--- src/rtl/fp32_pkg.sv ---
// fp32_pkg: shared binary32 widths, constants and back-end state encoding
package fp32_pkg;
    localparam int EXP_W   = 8;
    localparam int FRAC_W  = 23;
    localparam int MANT_W  = FRAC_W + 5;
    localparam int BIAS    = 127;
    localparam int EXP_MAX = 255;
    localparam logic [31:0] QNAN    = 32'h7FC0_0000;
    localparam logic [31:0] POS_INF = 32'h7F80_0000;
    typedef enum logic [1:0] {IDLE, NORM, ROUND, DONE} state_t;
endpackage

--- src/rtl/fp_rne_round.sv ---
// fp_rne_round: round-to-nearest-even of a normalised hidden.fraction.GRS mantissa
module fp_rne_round
    import fp32_pkg::*;
(
    input  logic [MANT_W-2:0] i_mant,
    input  logic [EXP_W-1:0]  i_exp,
    output logic [FRAC_W-1:0] o_frac,
    output logic [EXP_W-1:0]  o_exp,
    output logic              o_ovf
);
    logic              w_inc;
    logic [FRAC_W+1:0] w_sum;
    logic [EXP_W:0]    w_exp;
    assign w_inc  = i_mant[2] & (i_mant[1] | i_mant[0] | i_mant[3]);
    assign w_sum  = {1'b0, i_mant[FRAC_W+3:3]} + (FRAC_W+2)'(w_inc);
    assign w_exp  = {1'b0, i_exp} + (EXP_W+1)'(w_sum[FRAC_W+1]);
    assign o_frac = w_sum[FRAC_W+1] ? '0 : w_sum[FRAC_W-1:0];
    assign o_exp  = w_exp[EXP_W-1:0];
    assign o_ovf  = w_exp >= (EXP_W+1)'(EXP_MAX);
endmodule

--- src/rtl/fp_add_norm_round.sv ---
// fp_add_norm_round: iterative normalise, RNE round and pack of an aligned adder sum
module fp_add_norm_round
    import fp32_pkg::*;
(
    input  logic              clk,
    input  logic              rst,
    input  logic              in_valid,
    output logic              in_ready,
    input  logic              in_sign,
    input  logic [EXP_W-1:0]  in_exp,
    input  logic [MANT_W-1:0] in_mant,
    input  logic              in_special,
    input  logic [31:0]       in_special_val,
    output logic              out_valid,
    input  logic              out_ready,
    output logic [31:0]       out_result,
    output logic              out_ovf,
    output logic              out_unf
);
    state_t              r_state;
    logic                r_sign;
    logic [EXP_W-1:0]    r_exp;
    logic [MANT_W-1:0]   r_mant;
    logic [31:0]         r_result;
    logic                r_ovf;
    logic                r_unf;
    logic [EXP_W:0]      w_exp_inc;
    logic [FRAC_W-1:0]   w_rnd_frac;
    logic [EXP_W-1:0]    w_rnd_exp;
    logic                w_rnd_ovf;
    assign w_exp_inc  = {1'b0, in_exp} + (EXP_W+1)'(1);
    assign in_ready   = r_state == IDLE;
    assign out_valid  = r_state == DONE;
    assign out_result = r_result;
    assign out_ovf    = r_ovf;
    assign out_unf    = r_unf;
    fp_rne_round u_round (
        .i_mant (r_mant[MANT_W-2:0]),
        .i_exp  (r_exp),
        .o_frac (w_rnd_frac),
        .o_exp  (w_rnd_exp),
        .o_ovf  (w_rnd_ovf)
    );
    // Accept, normalise one bit per cycle, round, then hold the result until taken
    always_ff @(posedge clk) begin
        if (rst) begin
            r_state  <= IDLE;
            r_sign   <= 1'b0;
            r_exp    <= '0;
            r_mant   <= '0;
            r_result <= '0;
            r_ovf    <= 1'b0;
            r_unf    <= 1'b0;
        end else begin
            case (r_state)
                IDLE: if (in_valid) begin
                    r_sign <= in_sign;
                    if (in_special) begin
                        r_result <= in_special_val;
                        r_state  <= DONE;
                    end else if (in_mant == '0) begin
                        r_result <= '0;
                        r_state  <= DONE;
                    end else if (in_mant[MANT_W-1]) begin
                        if (w_exp_inc >= (EXP_W+1)'(EXP_MAX)) begin
                            r_result <= {in_sign, POS_INF[30:0]};
                            r_ovf    <= 1'b1;
                            r_state  <= DONE;
                        end else begin
                            r_mant  <= {1'b0, in_mant[MANT_W-1:2], in_mant[1] | in_mant[0]};
                            r_exp   <= w_exp_inc[EXP_W-1:0];
                            r_state <= NORM;
                        end
                    end else begin
                        r_mant  <= in_mant;
                        r_exp   <= in_exp;
                        r_state <= NORM;
                    end
                end
                NORM: if (r_mant[MANT_W-2]) begin
                    r_state <= ROUND;
                end else if (r_exp <= EXP_W'(1)) begin
                    r_result <= {r_sign, 31'b0};
                    r_unf    <= 1'b1;
                    r_state  <= DONE;
                end else begin
                    r_mant <= {r_mant[MANT_W-2:0], 1'b0};
                    r_exp  <= r_exp - EXP_W'(1);
                end
                ROUND: begin
                    r_result <= w_rnd_ovf ? {r_sign, POS_INF[30:0]} : {r_sign, w_rnd_exp, w_rnd_frac};
                    r_ovf    <= w_rnd_ovf;
                    r_state  <= DONE;
                end
                DONE: if (out_ready) begin
                    r_ovf   <= 1'b0;
                    r_unf   <= 1'b0;
                    r_state <= IDLE;
                end
                default: r_state <= IDLE;
            endcase
        end
    end
endmodule

--- config.mk ---
export PLATFORM = sky130hd
export DESIGN_NAME = fp_add_norm_round
export DESIGN_NICKNAME = d
export VERILOG_FILES = /design/src/rtl/fp32_pkg.sv /design/src/rtl/fp_rne_round.sv /design/src/rtl/fp_add_norm_round.sv
export SDC_FILE = /design/constraint.sdc
export NUM_CORES = 1
export LEC_CHECK = 0
export BUFFER_PORTS_ARGS = -buffer_cell sky130_fd_sc_hd__buf_2
export CAP_MARGIN = 10
export CORE_ASPECT_RATIO = 1.75
export CORE_MARGIN = 2
export CORE_UTILIZATION = 55
export CTS_CLUSTER_SIZE = 30
export DETAILED_ROUTE_END_ITERATION = 12
export HOLD_SLACK_MARGIN = 0.1
export PLACE_DENSITY_LB_ADDON = 0.1
export REMOVE_ABC_BUFFERS = 1
export SLEW_MARGIN = 0
export SYNTH_ARGS = -nofsm -noshare
export SYNTH_HDL_FRONTEND = slang
export SYNTH_HIERARCHICAL = 1
export SYNTH_SLANG_ARGS = --single-unit
--- constraint.sdc ---
create_clock -name clk -period 4.8 [get_ports clk]
set_input_delay 0.48 -clock clk [delete_from_list [all_inputs] [get_ports clk]]
set_output_delay 0.48 -clock clk [all_outputs]
set_load 0.05 [all_outputs]
* Yosys cells after proc, flatten, opt, wreduce, memory -nomap -nowiden *
Index checks and enable logic that the tools add are counted.

cells by class
  add/sub/neg operators = 4
  magnitude comparators = 3
  equality and inequality tests = 16
  muxes and demuxes = 45
  bitwise gates (word level) = 4
  reductions and logical operators = 13

operators by type and width
  cell                 number
  $mux 32              7
  $mux 27              7
  $pmux 32 s3          1
  $mux 8               7
  $pmux 27 s2          1
  $mux 31              1
  $logic_not 28->1     1
  $add 24x1->25        1
  $mux 23              1
  $ge 9x8->1 const B   2
  $mux 2               8
  $pmux 8 s2           1
  $reduce_and 7->1     2
  $ne 2x2->1 const B   6
  $add 8x1->9          1
  $add 8x1->9 const B  1
  $le 8x1->1 const B   1
  $mux 1               8
  $ne 4x1->1 const B   2
  $pmux 2 s4           1
  $sub 8x1->8 const B  1
  $ne 2x1->1 const B   3
  $ne 3x3->1 const B   2
  $reduce_and 6->1     1
  13 further kinds     18

storage, ports and cells
  bits in registers = 72
  bits of input ports = 74
  logic and storage cells = 93

* Depth between registers and ports, before layout *
  depth after elaboration = 8
  depth in mapped cells = 18
  mapped depth without buffers = 15

* Hierarchy *
Netlist, hierarchy kept.

modules (own cells, without submodules)
  module             times used  cells each  area an instance (µm²)  seq. area each (µm²)
  fp_add_norm_round  1           541         4523.1                  1441.4
  fp_rne_round       1           110         739.5                   0.0

* Least setup slack after synthesis *
Ideal clock, no wire load.

  path kind = register -> register
  start point = register r_mant[3]
  end point = register r_result[10] (netlist: out_result[10])
  library setup time = 146 ps
  arrival time = 4184 ps
  slack = 470 ps
  cell stages (with the launch flop) = 19
  path buffers = 4
  path through = dfxtp_1 > and2_1 > ha_1 > inv_1 > or4_4 > buf_6 > nor4b_4 > buf_6 > ha_1 > ha_1 > and3_1 > xor2_1 > or4b_2 > o22ai_1 > clkbuf_1 > nor3b_1 > clkbuf_1 > a22oi_1 > a211oi_2

between the ends
  word-level cells in the longest chain between the ends = 7
  elaborated cells on any way between the ends = 8
  classes of those cells = add/sub: 2; order compare: 1; mux: 3; bitwise: 2

RTL lines
  item                    line                     source
  from (decl)             fp_add_norm_round.sv:23  logic [MANT_W-1:0] r_mant;
  from (signal assigned)  fp_add_norm_round.sv:70  r_mant <= {1'b0, in_mant[MANT_W-1:2], in_mant[1] | in_mant[0]};
  from (signal assigned)  fp_add_norm_round.sv:75  r_mant <= in_mant;
  from (signal assigned)  fp_add_norm_round.sv:87  r_mant <= {r_mant[MANT_W-2:0], 1'b0};
  $or 1x1->1              fp_rne_round.sv:14       assign w_inc = i_mant[2] & (i_mant[1] | i_mant[0] | i_mant[3]);
  $and 1x1->1             fp_rne_round.sv:14
  $add 24x1->25 (*)       fp_rne_round.sv:15       assign w_sum = {1'b0, i_mant[FRAC_W+3:3]} + (FRAC_W+2)'(w_inc);
  $add 8x1->9 (*)         fp_rne_round.sv:16       assign w_exp = {1'b0, i_exp} + (EXP_W+1)'(w_sum[FRAC_W+1]);
  named net w_rnd_exp[4]  fp_add_norm_round.sv:29  logic [EXP_W-1:0] w_rnd_exp;
  $ge 9x8->1 (*)          fp_rne_round.sv:19       assign o_ovf = w_exp >= (EXP_W+1)'(EXP_MAX);
  named net w_rnd_ovf     fp_add_norm_round.sv:30  logic w_rnd_ovf;
  $mux 31 (*)             fp_add_norm_round.sv:91  r_result <= w_rnd_ovf ? {r_sign, POS_INF[30:0]} : {r_sign, w_rnd_exp, w_rnd_frac};
  $pmux 32 s3 (*)         fp_add_norm_round.sv:55  case (r_state)
  to (signal assigned)    fp_add_norm_round.sv:59  r_result <= in_special_val;
  to (signal assigned)    fp_add_norm_round.sv:66  r_result <= {in_sign, POS_INF[30:0]};
  to (signal assigned)    fp_add_norm_round.sv:91
  to (decl)               fp_add_norm_round.sv:24  logic [31:0] r_result;

Mark *: on every way through the listed nets, which the timed path passes. The rest lies on a longest branch.
A chain may end at the register's enable or synchronous reset.

* Final worst setup path *
  start point = register r_mant[3]
  end point = register r_result[30] (netlist: out_result[30])

The elaborated chain is that of the path after synthesis.

==> results.txt <==
The number of rows in the core area is 47. The clock latency reported for the late side of the worst-skew pair is 340 ps. The die width came out at slightly below 80 um. The wire length of the first global-routing pass came out at ~25,000 um. The worst register-to-register path ends at out_result[30].

The final layout contains slightly above 800 nets. The run finished with clean final reports. Synthesis instantiated 74 different standard cells from the library. Setup repair after global routing left no endpoint under its margin. The number of antenna diodes in the final layout is 0. The post-route standard cell area excluding fillers came out at 6080 um^2. The residual overflow from global routing came out at 0. The post-place setup slack is slightly above 300 ps. The routability-driven placement congestion ratio came out at 0.870.

The number of antenna violations at the first check in global routing came to 0. Setup violations remaining at the end of the flow were counted as 0. Counting buffers and inverters, the worst setup path is 16 cells deep. The number of warnings printed during yosys synthesis is 6. The overall die area came out at 10,400 um^2. The post-synthesis to final-layout area growth is 15.5%. The count of placed standard cells including taps came out at 841. The number of standard cells after synthesis is 651. The total power divided by cell area is 646 nW/um^2.

The number of gates given a new drive strength after cts is 0. No sink is reached through more buffers than the 2 on the longest clock path. The setup path with the least slack is of type reg -> reg.

The worst reg-to-reg path cell count came out at 16. The total vias in the final route came out at approximately 5,400. For this run, the leading register cell type out of synthesis is dfxtp_1. Based on the critical path, the design can be clocked at up to ~0.22 GHz. The share of the cycle needed by the critical path after routing came out at 0.927. In the global route stage, overall resource usage came out at 0.300.

The post-synthesis cell area came out at 5260 um^2. The most common cell after layout, fill and taps aside is buf_2. STA classifies the critical path startpoint as a register. Grouping stages by cell kind, the critical path spends the most delay in simple AND/OR/NAND/NOR gates.

The largest fanout of any net on the critical path came out at 7. The proportion of synthesized chip area in sequential cells came out at 0.274. In this run the tightest slew margin relative to its limit is 0.382. The clock tree from TritonCTS is yes.

The number of iterations in the first detailed-routing pass is 5. The total CTS buffers is 9. By instance count, the cell type seen most on the critical path is ha_1.

The clock root buffer master is clkbuf_16. The post-detailed-placement half-perimeter wirelength came out at roughly 11,000 um. The area of the core region is about 9400 um^2. The final-report max-slew violation count is 0. Between clock sinks in the finished design, the worst skew comes to about 12 ps. The sink count of the clock tree is between 70 and 80. Entering global routing, the biggest net connects 70 pins. The library cells used most frequently in the layout, excluding fill and tap cells, are buf_2, a21oi_1, dfxtp_1.

The critical path goes through and2_1, ha_1, inv_1, or4_4, nor4b_4, ha_1, ha_1, and3_1, xor2_1, or4b_2, o22ai_2, buf_4, o21ai_0, nor2_1, a21oi_1, a311oi_1. The maximum vdd ir drop is a little over 0.6 mV. Summing internal, switching and leakage power gives roughly 4 mW. The number of levels in the clock H-tree came out at 3. Once the clock tree was built, the setup fixing pass inserted 0 buffers. The number of endpoints with negative hold slack in the final report was 0. The static power due to leakage came out at 2.43 nW. The detailed router's first-iteration violation count is 321. In this run the count of I/O pins placed on the die edge is 110. The worst setup path is captured at a register. The count of unresolved DRC violations after routing is 0. At the pin with the least slew margin, the transition time is 928 ps. Once layout is complete, the utilization of the core stands at 0.646. A synthesized cell averages around 8 um^2. For this configuration, the core starts out at a cell density of 0.559. The clock transition at the registers of the reported paths came out at around 60 ps. The number of synthesized flops with an enable pin came out at 0.

The total negative slack came out at 0 ps. The path class of the tightest hold or removal check is in -> reg. The share of final-layout standard cells stronger than drive strength 1 is 0.259.

In this run the critical register-to-register path is launched from r_mant[3]. For this run, the slowest stage of the critical path takes 630 ps. The final worst-path setup slack is about 350 ps.

Following the worst setup path forward leads to its endpoint at out_result[30]. In the final routed layout, each cell accounts on average for 17.9 um. The y dimension of the die came out at between 100 and 150 um. The worst hold path begins at in_sign. The signal arrival time at the worst endpoint came out at about 4700 ps. The count of placed standard cells in the final layout, fillers left out came out at about 860. The reported max-cap violation count came out at 0. The worst hold slack came out at between 400 and 500 ps. The quantity of hold-fixing buffers added after cts is 0. The post-route minimum period came out at between 4000 and 5000 ps.

The routed via count divided by cell count is 6.31. The cell area reported after detailed placement came out at slightly below 6000 um^2. The number of global-route vias before repair is slightly above 5,000.

The number of port buffers is approximately 110. The cell with the largest stage delay on the worst path is or4_4. The critical path contains buffers and inverters numbering 2 combined. The proportion of synthesized flip-flops having asynchronous set or reset is 0. The total routed wirelength came out at 15,400 um. In this run the worst setup path begins at r_mant[3]. In this run, synthesis produced a sequential element count of 72. The setup check on the worst reg-to-reg path leaves a slack of 350 ps. The required time at the worst-slack endpoint came out at roughly 5000 ps. The final antenna-violating net count came out at 0.
## state kept, by name (all words and copies together), names as in the netlist
name and cells:
out_result 32, r_mant 27, r_exp 8, r_state 2
out_ovf 1, out_unf 1, r_sign 1
## worst min-delay path, delay by kind of cell
kind                   cells  cell delay, ps
AND/OR/NAND/NOR            1              60
AO/OA/AOI/OAI              1              50
buffers and inverters      1             100
## per-layer routing
metal | wire (um) | vias up | track usage | part of all wire
li1 | - | 2592 | - | -
met1 | 6050 | 2612 | 0.346 | 0.39
met2 | 8090 | 163 | 0.535 | 0.53
met3 | 644 | 43 | 0.0474 | 0.042
met4 | 589 | 0 | 0.136 | 0.038
met5 | 0 | - | 0 | 0
## synth_stat cells, drive strengths merged, types with 2 or more instances
cell type	instances	area (um^2)
a211oi	51	505
a21o	2	15.0
a21oi	78	394
a221oi	2	23.8
a22oi	24	180
a311oi	9	91.3
a31oi	9	71.3
a32o	4	40.0
and2	3	18.8
and3	2	12.5
and4	3	27.5
buf	30	210
clkbuf	25	93.8
dfxtp	72	1440
ha	11	138
inv	19	71.3
mux2	4	45.0
mux2i	25	250
nand2	28	105
nand2b	3	18.8
nand3	26	135
nand4	10	68.8
nor2	65	244
nor2b	8	50.1
nor3	35	191
nor4	9	71.3
o2111ai	3	38.8
o211a	2	20.0
o211ai	2	15.0
o21ai	20	100
o22a	2	17.5
o22ai	4	25.0
o31a	2	17.5
o31ai	2	15.0
or2	4	25.0
or3	4	30.0
or4	3	26.3
xnor2	17	149
xor2	13	114
## worst min path at each step
stage | cells past startpoint | slack, ps | endpoint
2_1_floorplan | 2 | 430 | r_sign
3_3_place_gp | 2 | 450 | r_sign
3_5_place_dp | 2 | 460 | r_sign
4_1_cts | 3 | 400 | r_sign
5_1_grt | 3 | 430 | r_sign
6_report | 3 | 410 | r_sign
## power by group
part / internal (mW) / switching (mW) / leakage [nW]
sequential: 0.810 / 0.234 / 0.595
combinational: 0.762 / 1.48 / 1.70
clock: 0.392 / 0.252 / 0.139
total: 1.96 / 1.96 / 2.43
## cell type report
class                           count  area [um^2]
Timing Repair Buffer              123          663
Clock buffer                       14          274
Fill cell                         872         3330
Multi-Input combinational cell    504         3460
Inverter                           20         75.1
Tap cell                          122          153
Sequential cell                    72         1440
Clock inverter                      2         12.5
## cell families (layout without fill, tap and decap cells)
group | after synthesis | in the layout | share of synthesized area
buf+inv | 75 | 159 | 0.0720
flops | 72 | 72 | 0.274
xor+xnor | 30 | 30 | 0.0499
fa+ha+maj | 11 | 11 | 0.0262
compound gates | 225 | 225 | 0.314
simple gates | 209 | 209 | 0.208
mux | 29 | 29 | 0.0561
Note: power is estimated with default switching activity, not from simulation.
